===== config.mk =====
export PLATFORM = sky130hd
export DESIGN_NAME = sirv_plic_claim_agent
export DESIGN_NICKNAME = d
export VERILOG_FILES = /design/src/rtl/sirv_plic_claim_agent.sv
export SDC_FILE = /design/constraint.sdc
export NUM_CORES = 1
export LEC_CHECK = 0
export ABC_CLOCK_PERIOD_IN_PS = 1950
export BUFFER_PORTS_ARGS = -buffer_cell sky130_fd_sc_hd__buf_2
export CAP_MARGIN = 30
export CORE_MARGIN = 2
export CORE_UTILIZATION = 40
export CTS_CLUSTER_DIAMETER = 150
export DETAILED_ROUTE_END_ITERATION = 8
export PLACE_DENSITY = 0.9
export REMOVE_ABC_BUFFERS = 1
export SYNTH_ARGS = -nofsm -noshare
export SYNTH_HDL_FRONTEND = slang
export SYNTH_SLANG_ARGS = --single-unit

===== constraint.sdc =====
create_clock -name clk -period 1.95 [get_ports clk]
set_input_delay 0.0975 -clock clk [delete_from_list [all_inputs] [get_ports clk]]
set_output_delay 0.0975 -clock clk [all_outputs]
set_load 0.1 [all_outputs]

===== src/rtl/sirv_plic_claim_agent.sv =====
// Claim/complete agent for the hart-0 machine-mode PLIC context: reads the claim register,
// hands the ID to a consumer, and writes the same ID back once the consumer signals completion.
module sirv_plic_claim_agent #(
    parameter logic [31:0] PLIC_CLAIM_ADDR = 32'h0C20_0004,
    parameter int unsigned ID_W            = 5
) (
    input  logic            clk,
    input  logic            rst,
    input  logic            en,
    input  logic            plic_irq_i,
    output logic            o_icb_cmd_valid,
    input  logic            o_icb_cmd_ready,
    output logic [31:0]     o_icb_cmd_addr,
    output logic            o_icb_cmd_read,
    output logic [31:0]     o_icb_cmd_wdata,
    input  logic            o_icb_rsp_valid,
    output logic            o_icb_rsp_ready,
    input  logic [31:0]     o_icb_rsp_rdata,
    output logic            id_valid,
    input  logic            id_ready,
    output logic [ID_W-1:0] id,
    input  logic            cpl_valid,
    output logic            cpl_ready,
    output logic            busy,
    output logic [7:0]      spur_cnt,
    output logic [2:0]      dbg_state_o
);

    // Handshakes: a transfer happens on a rising edge where valid and ready are both 1;
    // a raised valid (and its payload) holds until that edge, and ready never depends on valid.
    typedef enum logic [2:0] {
        IDLE     = 3'd0,
        CLM_CMD  = 3'd1,
        CLM_RSP  = 3'd2,
        PRESENT  = 3'd3,
        WAIT_CPL = 3'd4,
        CPL_CMD  = 3'd5,
        CPL_RSP  = 3'd6
    } state_e;

    state_e          state_q, state_d;
    logic [ID_W-1:0] id_q, id_d;
    logic [7:0]      spur_q, spur_d;
    logic            cmd_valid_q, cmd_read_q, rsp_ready_q, id_valid_q, cpl_ready_q, busy_q;
    logic [31:0]     cmd_addr_q, cmd_wdata_q;
    logic            unused_rdata_hi;

    // Only the low ID_W bits of the claim register carry the interrupt ID.
    assign unused_rdata_hi = ^o_icb_rsp_rdata[31:ID_W];

    always_comb begin
        state_d = state_q;
        id_d    = id_q;
        spur_d  = spur_q;
        case (state_q)
            IDLE:     if (en && plic_irq_i) state_d = CLM_CMD;
            CLM_CMD:  if (cmd_valid_q && o_icb_cmd_ready) state_d = CLM_RSP;
            CLM_RSP: begin
                if (o_icb_rsp_valid) begin
                    id_d = o_icb_rsp_rdata[ID_W-1:0];
                    if (o_icb_rsp_rdata[ID_W-1:0] != '0) begin
                        state_d = PRESENT;
                    end else begin
                        // ID 0 means nothing was pending by the time the claim landed.
                        state_d = IDLE;
                        if (spur_q != 8'hFF) spur_d = spur_q + 8'd1;
                    end
                end
            end
            PRESENT:  if (id_valid_q && id_ready) state_d = WAIT_CPL;
            WAIT_CPL: if (cpl_valid) state_d = CPL_CMD;
            CPL_CMD:  if (cmd_valid_q && o_icb_cmd_ready) state_d = CPL_RSP;
            CPL_RSP:  if (o_icb_rsp_valid) state_d = IDLE;
            default:  state_d = IDLE;
        endcase
    end

    // Outputs are registered from the next state so they line up with state_q after each edge.
    always_ff @(posedge clk) begin
        if (rst) begin
            state_q     <= IDLE;
            id_q        <= '0;
            spur_q      <= '0;
            cmd_valid_q <= 1'b0;
            cmd_read_q  <= 1'b0;
            cmd_addr_q  <= '0;
            cmd_wdata_q <= '0;
            rsp_ready_q <= 1'b0;
            id_valid_q  <= 1'b0;
            cpl_ready_q <= 1'b0;
            busy_q      <= 1'b0;
        end else begin
            state_q     <= state_d;
            id_q        <= id_d;
            spur_q      <= spur_d;
            cmd_valid_q <= (state_d == CLM_CMD) || (state_d == CPL_CMD);
            cmd_read_q  <= (state_d == CLM_CMD);
            cmd_addr_q  <= ((state_d == CLM_CMD) || (state_d == CPL_CMD)) ? PLIC_CLAIM_ADDR : '0;
            cmd_wdata_q <= (state_d == CPL_CMD) ? {{(32-ID_W){1'b0}}, id_d} : '0;
            rsp_ready_q <= (state_d == CLM_RSP) || (state_d == CPL_RSP);
            id_valid_q  <= (state_d == PRESENT);
            cpl_ready_q <= (state_d == WAIT_CPL);
            busy_q      <= (state_d != IDLE);
        end
    end

    assign o_icb_cmd_valid = cmd_valid_q;
    assign o_icb_cmd_read  = cmd_read_q;
    assign o_icb_cmd_addr  = cmd_addr_q;
    assign o_icb_cmd_wdata = cmd_wdata_q;
    assign o_icb_rsp_ready = rsp_ready_q;
    assign id_valid        = id_valid_q;
    assign id              = id_q;
    assign cpl_ready       = cpl_ready_q;
    assign busy            = busy_q;
    assign spur_cnt        = spur_q;
    assign dbg_state_o     = state_q;

endmodule


After elaboration in Yosys (flattened, before gate mapping)
Index checks and enable logic that the tools add are counted.
{"block": "totals", "input_bits": 40, "word_cells": 50, "register_bits": 86}
{"block": "classes", "eq_ne": 13, "bitwise_logic": 2, "muxes": 12, "reduce_logical": 10, "n_addsub": 1}
{"cell": "two-way mux 28 bit", "n": 1}
{"cell": "two-way mux 3 bit", "n": 7}
{"cell": "case mux 3 bit (7 select lines)", "n": 1}
{"cell": "== test 3 bit (second input constant)", "n": 6}
{"cell": "== test 3 x 2 -> 1 bit (second input constant)", "n": 4}
{"cell": "two-way mux 5 bit", "n": 2}
{"cell": "adder 8 x 1 -> 8 bit (second input constant)", "n": 1}
{"cell": "inequality test 8 bit (second input constant)", "n": 1}
{"cell": "== test 3 x 1 -> 1 bit (second input constant)", "n": 2}
{"cell": "nonzero test 5 bit", "n": 1}
{"cell": "AND reduction 4 bit", "n": 1}
{"cell": "logical AND 1 bit", "n": 3}
{"cell": "logical NOT 3 bit", "n": 1}
{"cell": "nonzero test 3 bit", "n": 1}
{"cell": "logical OR 1 bit", "n": 2}
{"cell": "two-way mux 2 bit", "n": 1}
{"cell": "NOT 1 bit", "n": 2}
{"cell": "OR reduction 2 bit", "n": 1}

Longest topological paths before layout
Gate-level depths: netlist of the first run.
{"block": "depth", "depth_word": 7, "mapped_depth": 7, "ltp_nobuf": 5}

Worst setup path after synthesis of the first run
Ideal clock, no wire load.
{"block": "synth_timing", "kind": "reg-to-reg", "startpoint": "reg state_q[1], in the netlist dbg_state_o[1]", "endpoint": "reg spur_q[7], in the netlist spur_cnt[7]", "setup_ns": 0.071, "stages_incl_launch_ff": 7, "setup_slack_ns": -0.414, "required_time_ns": 1.879, "synth_period_minus_slack_ns": 2.364, "n_path_buf": 2, "arrival_time_ns": 2.292, "path_cell_list": "dfxtp_1 > buf_2 > nor3b_2 > nand3_1 > buf_2 > or4_1 > a21oi_1"}
{"block": "synth_via", "elab_chain_len": 2}
{"element": "start, declared", "line_no": "41", "text": "state_e state_q, state_d;"}
{"element": "start signal, assigned", "line_no": "93", "text": "state_q <= state_d;"}
{"element": "== test 3 x 2 -> 1 bit", "line_no": "55", "text": "case (state_q)"}
{"element": "AND reduction 4 bit (no source line)"}
{"element": "end signal, assigned", "line_no": "95", "text": "spur_q <= spur_d;"}
{"element": "end, declared", "line_no": "43", "text": "logic [7:0] spur_q, spur_d;"}
Every way passes these cells.
A chain may end at the register's enable or synchronous reset.

Worst setup path in the final report of the first run
{"block": "layout_timing", "startpoint": "reg state_q[2], in the netlist dbg_state_o[2]", "endpoint": "reg cmd_wdata_q[0], in the netlist o_icb_cmd_wdata[0]"}
{"block": "layout_via", "elab_chain_len": 5, "word_cells_on_any_way": 19}
{"element": "== test 3 bit, or another cell as far along", "line_no": "55"}
{"element": "case mux 3 bit (7 select lines)", "line_no": "55"}
{"element": "== test 3 bit", "line_no": "99", "text": "cmd_wdata_q <= (state_d == CPL_CMD) ? {{(32-ID_W){1'b0}}, id_d} : '0;"}
{"element": "NOT 1 bit (no source line)"}
{"element": "OR reduction 2 bit (no source line)"}
{"element": "end signal, assigned", "line_no": "99"}
{"element": "end, declared", "line_no": "45", "text": "logic [31:0] cmd_addr_q, cmd_wdata_q;"}
Parallel ways exist; a longest one is shown, timed or not.

==> results of run 1 <==
synthesized netlist by cell type (all sizes together) (4+ instances only):
cell,number,area share
buf,65,0.29
dfxtp,27,0.32
nor2,10,0.022
or4,4,0.018
o21ai,6,0.018
o31ai,4,0.018
a21oi,9,0.027
nor4,5,0.019
nand3,6,0.018
mux2i,5,0.030
through the flow:
step | cell area [um^2] | util | hold slack, ns
floorplan | 1380 | - | 0.167
CTS | 1740 | 0.434 | 0.146
detailed placement | 1690 | 0.423 | 0.415
global placement | 1690 | 0.423 | 0.413
global route | 1740 | 0.434 | 0.157
finish | 1740 | 0.434 | 0.147
cell usage in the layout, fill, tap and decap left out, types with 2 or more instances in the layout:
cell,n
conb_1,55
o31ai_1,4
nor4b_2,3
nand2_1,3
nand3_1,6
nor2_1,10
a21oi_1,9
a22o_1,2
clkbuf_8,3
buf_2,43
nor3b_2,2
and3b_1,3
nor3_1,2
o41ai_1,2
mux2i_1,5
nor4_1,5
nand4_1,2
dfxtp_1,27
o21ai_0,2
o21ai_1,4
buf_4,4
or4_1,4
a32oi_1,2
or3_1,2
power by group through the flow:
stage	clock network [mW]	registers [mW]	logic [mW]
floorplan	0	0.699	0.491
global placement	0	0.580	0.661
detailed placement	0	0.580	0.663
CTS	0.319	0.567	0.663
global route	0.341	0.569	0.683
finish	0.315	0.567	0.666
flip-flops by register name, summed over array words and instances, names as in the netlist:
register	flops
spur_cnt	8
id	5
o_icb_cmd_wdata	5
dbg_state_o	3
busy	1
cpl_ready	1
id_valid	1
o_icb_cmd_addr	1
o_icb_cmd_read	1
o_icb_rsp_ready	1
logic make-up (layout without fill, tap and decap cells):
kind of cell | count (synthesis) | after routing | synth area share
flip-flops | 27 | 27 | 0.323
other | 1 | 55 | 0.00224
buffers and inverters | 69 | 52 | 0.296
AO/OA/AOI/OAI | 30 | 30 | 0.133
AND/OR/NAND/NOR | 51 | 51 | 0.208
multiplexers | 5 | 5 | 0.0299
adder cells (fa/ha/maj) | 1 | 1 | 0.00748
final cells by class:
| cell class | instances | area [um^2] | area share |
|---|---|---|---|
| clock buffers | 4 | 45.0 | 0.0259 |
| multi-input cells | 142 | 840 | 0.483 |
| inverters | 1 | 3.75 | 0.00216 |
| flip-flops and latches | 27 | 541 | 0.311 |
| repair buffers | 47 | 245 | 0.141 |
| well taps | 50 | 62.6 | 0.0360 |
routing by layer:
| metal | vias up | wire length (um) | part of all wire | GRT usage |
|---|---|---|---|---|
| met5 | - | 0 | 0 | 0 |
| met4 | 0 | 30 | 0.0095 | 0.0400 |
| met3 | 4 | 312 | 0.099 | 0.0308 |
| met2 | 63 | 1600 | 0.51 | 0.222 |
| met1 | 578 | 1210 | 0.38 | 0.145 |
| li1 | 617 | - | - | - |
critical path: stages, from the launching register on:
cell and delay (ns):
dfxtp_1 0.33, buf_4 0.17, nor4bb_1 0.40, o31ai_1 0.16, o221a_2 0.25, nor4_1 0.35
how the worst max path moves through the flow:
stage,start,to,slack (ns)
after detailed placement,o_icb_rsp_rdata[0],cpl_ready$_SDFF_PP0_,0.19
after CTS,dbg_state_o[2]$_SDFF_PP0_,o_icb_cmd_wdata[0]$_SDFF_PP0_,0.20
after global placement,o_icb_rsp_rdata[0],cpl_ready$_SDFF_PP0_,0.24
after global routing,dbg_state_o[0]$_SDFF_PP0_,spur_cnt[5]$_SDFFE_PP0P_,0.06
final,dbg_state_o[2]$_SDFF_PP0_,o_icb_cmd_wdata[0]$_SDFF_PP0_,0.20
after floorplan,o_icb_cmd_addr[26]$_SDFF_PP0_,o_icb_cmd_wdata[0]$_SDFF_PP0_,-2.68
==> metrics.cfg, run 1 <==
[clock_tree]
cts_inserted_buffers=3
post_cts_buffers=0
clock_latency_ns=0.27
cts_tree=built
cts_max_path_buffers=2
cts_root_buffer=clkbuf_8
hold_buffers=0
cts.sinks=27
path_clk_slew_ns=0.09
cts_htree_levels=1
cts_resized=0

[sta]
slew_viol_final=0
fin_crit_sh=0.899
max_freq_mhz=570
fin_crit_ns=1.75
setup_viol=0
hold_viol=0
skew_ns=0.00396
setup_slack_ns=0.197
rsz0062_at_grt=false
setup_tns_ns=0

[floorplan]
dieHeight_um=68.6
core_area_mm2=0.00400
fp.dieW_um=68.6
fp.dieArea_mm2=0.00471
ios=126
initial_core_util=0.418
fp-row-count=23

[status]
status=finished, final reports clean

[cells_and_area]
antennaDiodeCount=0
stdcell_count=271
nNetsFinal=263
fillers=414
drive_gt1_frac=0.276
area_delta_synth_final_pct=3.89

[pwr]
sw_frac_of_total=0.518
irDropWorstVdd_v=0.000390
intPower_uw=746
clockPowerShare=0.204
pwr-share-seq=0.366
power.density_mw_per_mm2=892
p_leak_nw=0.817
switchingPower_uw=802
finalPower_mw=1.55
power_frac_comb=0.430

[placed_design]
dp_worst_setup_slack_ns=0.190
dp_cells=267
globalplace.congestion=0.751
dp_hpwl_mm=2.38
numPortBuffers=43

[detailed_routing]
drtAntennaViolNets=0
route.vias.total=1262
wirelength_mm=3.15
first_pass_iters=4
avgRoutedWirePerCell_um=11.6
via_per_inst=4.66
drt-initial-drc-count=54
drc=0

[setup_path]
path_class=reg -> reg
rr_endpoint=o_icb_cmd_wdata[0]$_SDFF_PP0_
worstRegToRegCells=5
worstReg2RegStart=dbg_state_o[2]$_SDFF_PP0_
worst-path-max-fanout=12
crit_path_start_kind=flip-flop
reg2reg_slack_ns=0.20
arrival_ns=1.92
critPathCaptureType=flip-flop
worstPathRequired_ns=2.11

[grt]
grt_pass1_wl_mm=4.56
grt_max_degree=23
gr-total-overflow=0
grt_usage=0.125
antenna_found_initial=0
grt_pass1_vias=999

[synth]
synthCells=184
seq_area_frac_synth=0.323
synth_enable_flop_cells=0
ys_ff_latch=27
synthArstFlopShare=0
syn-mean-instance-area_um2=9.08
yosysWarnings=0
ys_types=41
synth_flop_cell=dfxtp_1
syn-cell-area_mm2=0.00167

[hold_path]
whs_path_depth=3
whs_endpoint=id[1]$_SDFF_PP0_
hold_start=o_icb_rsp_rdata[1]
hold_class=in -> reg

[run]
drv_cap=0

(Power assumes the default switching activity.)
==> run 2: changes to the inputs <==
--- a/config.mk
+++ b/config.mk
@@ -10,7 +10,7 @@
 export CAP_MARGIN = 30
 export CORE_MARGIN = 2
 export CORE_UTILIZATION = 40
-export CTS_CLUSTER_DIAMETER = 150
+export CTS_BUF_LIST = sky130_fd_sc_hd__clkbuf_4
 export DETAILED_ROUTE_END_ITERATION = 8
 export PLACE_DENSITY = 0.9
 export REMOVE_ABC_BUFFERS = 1
==> metrics.cfg, run 2 (same netlist as run 1, synthesis figures left out) <==
[clock_tree]
cts_root_buffer=clkbuf_4
path_clk_slew_ns=0.14
post_cts_buffers=0
cts_inserted_buffers=3
cts_resized=0
clock_latency_ns=0.31
cts_max_path_buffers=2
hold_buffers=0
cts.sinks=27
cts_tree=built
cts_htree_levels=1

[grt]
grt_usage=0.125
gr-total-overflow=0
grt_pass1_vias=1011
antenna_found_initial=0
grt_pass1_wl_mm=4.51
grt_max_degree=23

[setup_path]
worstRegToRegCells=5
arrival_ns=1.99
critPathCaptureType=flip-flop
reg2reg_slack_ns=0.17
worstReg2RegStart=dbg_state_o[2]$_SDFF_PP0_
path_class=reg -> reg
crit_start=dbg_state_o[2]$_SDFF_PP0_
worstPathRequired_ns=2.17
crit_path_start_kind=flip-flop
worst-path-max-fanout=12
rr_endpoint=o_icb_cmd_wdata[0]$_SDFF_PP0_

[sta]
skew_ns=0.00246
setup_tns_ns=0
fin_crit_ns=1.78
hold_viol=0
setup_viol=0
holdWs_ns=0.0969
max_freq_mhz=563
rsz0062_at_grt=false
fin_crit_sh=0.911
setup_slack_ns=0.173
slew_viol_final=0

[cells_and_area]
nNetsFinal=263
drive_gt1_frac=0.281
antennaDiodeCount=0
area_delta_synth_final_pct=2.99
utilization=0.430
layout_common_cells=55 x conb_1, 43 x buf_2, 27 x dfxtp_1, 10 x nor2_1, 9 x a21oi_1
final_common_cell=conb_1
largest_reg_flops=8

[placed_design]
numPortBuffers=43
dp_worst_setup_slack_ns=0.190
globalplace.congestion=0.751
dp_hpwl_mm=2.38

[detailed_routing]
via_per_inst=4.68
first_pass_iters=4
drc=0
drt-initial-drc-count=74
route.vias.total=1267
avgRoutedWirePerCell_um=11.5
wirelength_mm=3.11
drtAntennaViolNets=0

[hold_path]
whs_endpoint=id[1]$_SDFF_PP0_
whs_path_depth=3
hold_start=o_icb_rsp_rdata[1]
hold_class=in -> reg

[pwr]
finalPower_mw=1.48
power.density_mw_per_mm2=862
irDropWorstVdd_v=0.000390
p_leak_nw=0.813

[floorplan]
initial_core_util=0.418
dieHeight_um=68.6
ios=126
fp-row-count=23
fp.dieArea_mm2=0.00471
core_area_mm2=0.00400
fp.dieW_um=68.6

[status]
status=finished, final reports clean

[run]
drv_cap=0

==> run 2: changes by cell type in the layout (fill, tap and decap cells not counted) <==
| cell | delta |
|---|---|
| clkbuf_1 | -1 |
| clkbuf_8 | -3 |
| clkbuf_4 | +4 |
==> run 2: per-layer routing <==
layer	vias up	global-route usage	wire length, um
met2	57	0.218	1540
met5	-	0	0
met4	0	0.0550	42
met1	589	0.143	1250
met3	4	0.0308	271
li1	617	-	-
==> run 2: how the worst max path moves through the flow <==
| stage | cells past startpoint | slack [ns] | end |
|---|---|---|---|
| finish | 5 | 0.17 | o_icb_cmd_wdata[0]$_SDFF_PP0_ |
| global route | 5 | 0.06 | o_icb_cmd_wdata[3]$_SDFF_PP0_ |
| CTS | 5 | 0.19 | o_icb_cmd_wdata[0]$_SDFF_PP0_ |
| detailed placement | 5 | 0.19 | cpl_ready$_SDFF_PP0_ |
| global placement | 5 | 0.24 | cpl_ready$_SDFF_PP0_ |
| floorplan | 4 | -2.68 | o_icb_cmd_wdata[0]$_SDFF_PP0_ |
==> run 2: metrics by stage <==
| step | instance area, um^2 | instances |
|---|---|---|
| final | 1720 | 271 |
| after global routing | 1720 | 271 |
| after CTS | 1720 | 271 |
| after detailed placement | 1690 | 267 |
| after global placement | 1690 | 267 |
| after floorplan | 1380 | 170 |
==> run 2: where the power goes <==
| group | switching (mW) | internal, mW |
|---|---|---|
| Sequential | 0.00755 | 0.561 |
| Clock | 0.157 | 0.0938 |
| Combinational | 0.625 | 0.0404 |
| Total | 0.790 | 0.695 |
==> run 2: critical path, cell delays in order (launching register included) <==
cell and delay (ns):
dfxtp_1 0.35, buf_4 0.17, nor4bb_1 0.41, o31ai_1 0.16, o221a_2 0.24, nor4_1 0.35
==> run 2: cell type report <==
| type | instances | area (um^2) |
|---|---|---|
| Clock buffer | 4 | 30.0 |
| Sequential cell | 27 | 541 |
| Tap cell | 50 | 62.6 |
| Fill cell | 413 | 2280 |
| Timing Repair Buffer | 47 | 245 |
| Multi-Input combinational cell | 142 | 840 |
| Inverter | 1 | 3.75 |
==> run 3: changes to the inputs <==
==> constraint.sdc (replaced) <==
create_clock -name clk -period 1.95 [get_ports clk]
set_input_delay 0.195 -clock clk [delete_from_list [all_inputs] [get_ports clk]]
set_output_delay 0.195 -clock clk [all_outputs]
set_load 0.1 [all_outputs]
==> metrics.cfg, run 3 (same netlist as run 1, synthesis figures left out) <==
[status]
status=finished, final reports clean

[clock_tree]
clock_latency_ns=0.34
cts_tree=built
post_cts_buffers=0
cts.sinks=27
cts_htree_levels=1
cts_max_path_buffers=2
hold_buffers=0
path_clk_slew_ns=0.15
cts_inserted_buffers=3
cts_root_buffer=clkbuf_4

[sta]
skew_ns=0.00517
rsz0062_at_grt=false
setup_viol=0
slew_viol_final=0
holdWs_ns=0.177
fin_crit_ns=1.72
fin_crit_sh=0.884
max_freq_mhz=580
setup_slack_ns=0.227
hold_viol=0

[placed_design]
dp_cells=267
placed_cell_area_mm2=0.00169
numPortBuffers=43
globalplace.congestion=0.745
dp_worst_setup_slack_ns=0.0699
dp_hpwl_mm=2.36

[pwr]
clockPowerShare=0.168
switchingPower_uw=805
intPower_uw=679
power.density_mw_per_mm2=860
pwr-share-seq=0.385
p_leak_nw=0.811
power_frac_comb=0.447
sw_frac_of_total=0.542
irDropWorstVdd_v=0.000416

[setup_path]
path_class=reg -> reg
worstRegToRegCells=4
critPathCaptureType=flip-flop
worst-path-max-fanout=13
worstPathRequired_ns=2.20
arrival_ns=1.98
crit_path_start_kind=flip-flop

[detailed_routing]
drc=0
first_pass_iters=4
route.vias.total=1259
via_per_inst=4.65
drtAntennaViolNets=0
drt-initial-drc-count=57
avgRoutedWirePerCell_um=11.5
wirelength_mm=3.13

[cells_and_area]
antennaDiodeCount=0
area_delta_synth_final_pct=3.29
multiInputGateArea_um2=846
regArea_um2=542
layout_common_cells=55 x conb_1, 43 x buf_2, 26 x dfxtp_1, 10 x nor2_1, 9 x a21oi_1
final_common_cell=conb_1
fillers=414
stdcell_area_mm2=0.00173
largest_reg_flops=8
drive_gt1_frac=0.290
nNetsFinal=263
stdcell_count=271
utilization=0.432

[grt]
grt_max_degree=23
grt_pass1_vias=952
antenna_found_initial=0
grt_usage=0.125
gr-total-overflow=0
grt_pass1_wl_mm=4.44

[floorplan]
ios=126
fp.dieArea_mm2=0.00471
fp-row-count=23
core_area_mm2=0.00400
initial_core_util=0.418
fp.dieW_um=68.6
dieHeight_um=68.6

[run]
drv_cap=0

[hold_path]
whs_path_depth=3
hold_class=in -> reg

## run 3: worst paths after layout
kind	start	slack [ns]	end
worst max-delay path	dbg_state_o[0]$_SDFF_PP0_	0.23	o_icb_cmd_wdata[0]$_SDFF_PP0_
worst min-delay path	o_icb_rsp_rdata[1]	0.18	id[1]$_SDFF_PP0_
worst max register to register	dbg_state_o[0]$_SDFF_PP0_	0.23	o_icb_cmd_wdata[0]$_SDFF_PP0_
worst min register to register	spur_cnt[5]$_SDFFE_PP0P_	0.52	spur_cnt[5]$_SDFFE_PP0P_
## run 3: area by class of cell
type / instances / area share
clock inverters: 1 / 0.00290
well taps: 50 / 0.0362
multi-input cells: 142 / 0.490
inverters: 1 / 0.00217
flip-flops and latches: 27 / 0.314
repair buffers: 47 / 0.142
clock buffers: 3 / 0.0130
## run 3: power groups by stage
stage,Sequential [mW],Clock (mW),Combinational [mW]
after floorplan,0.699,0,0.491
after global placement,0.583,0,0.660
after detailed placement,0.584,0,0.661
after CTS,0.572,0.258,0.661
after global routing,0.574,0.273,0.680
final,0.572,0.249,0.664
## run 3: through the flow
| step | TNS (ns) | power (mW) |
|---|---|---|
| detailed placement | 0 | 1.24 |
| global route | 0 | 1.53 |
| CTS | 0 | 1.49 |
| floorplan | -48.42 | 1.19 |
| global placement | 0 | 1.24 |
| finish | 0 | 1.48 |
## run 3: timing repair
action | in CTS | in global routing
gates resized for setup | 0 | 2
endpoints found under the setup margin | 0 | 2
hold endpoints to repair | 0 | 0
## run 3: critical path, stage by stage, from the launching register on
cell	delay (ns)
dfxtp_1	0.61
and3b_1	0.22
a32oi_1	0.16
or2_2	0.39
nor4_1	0.26
## run 3: layer usage
layer | track usage | up-vias | wire (um)
met5 | 0 | - | 0
met4 | 0.0675 | 0 | 65
met3 | 0.0260 | 5 | 303
met2 | 0.197 | 67 | 1470
met1 | 0.159 | 571 | 1290
li1 | - | 616 | -
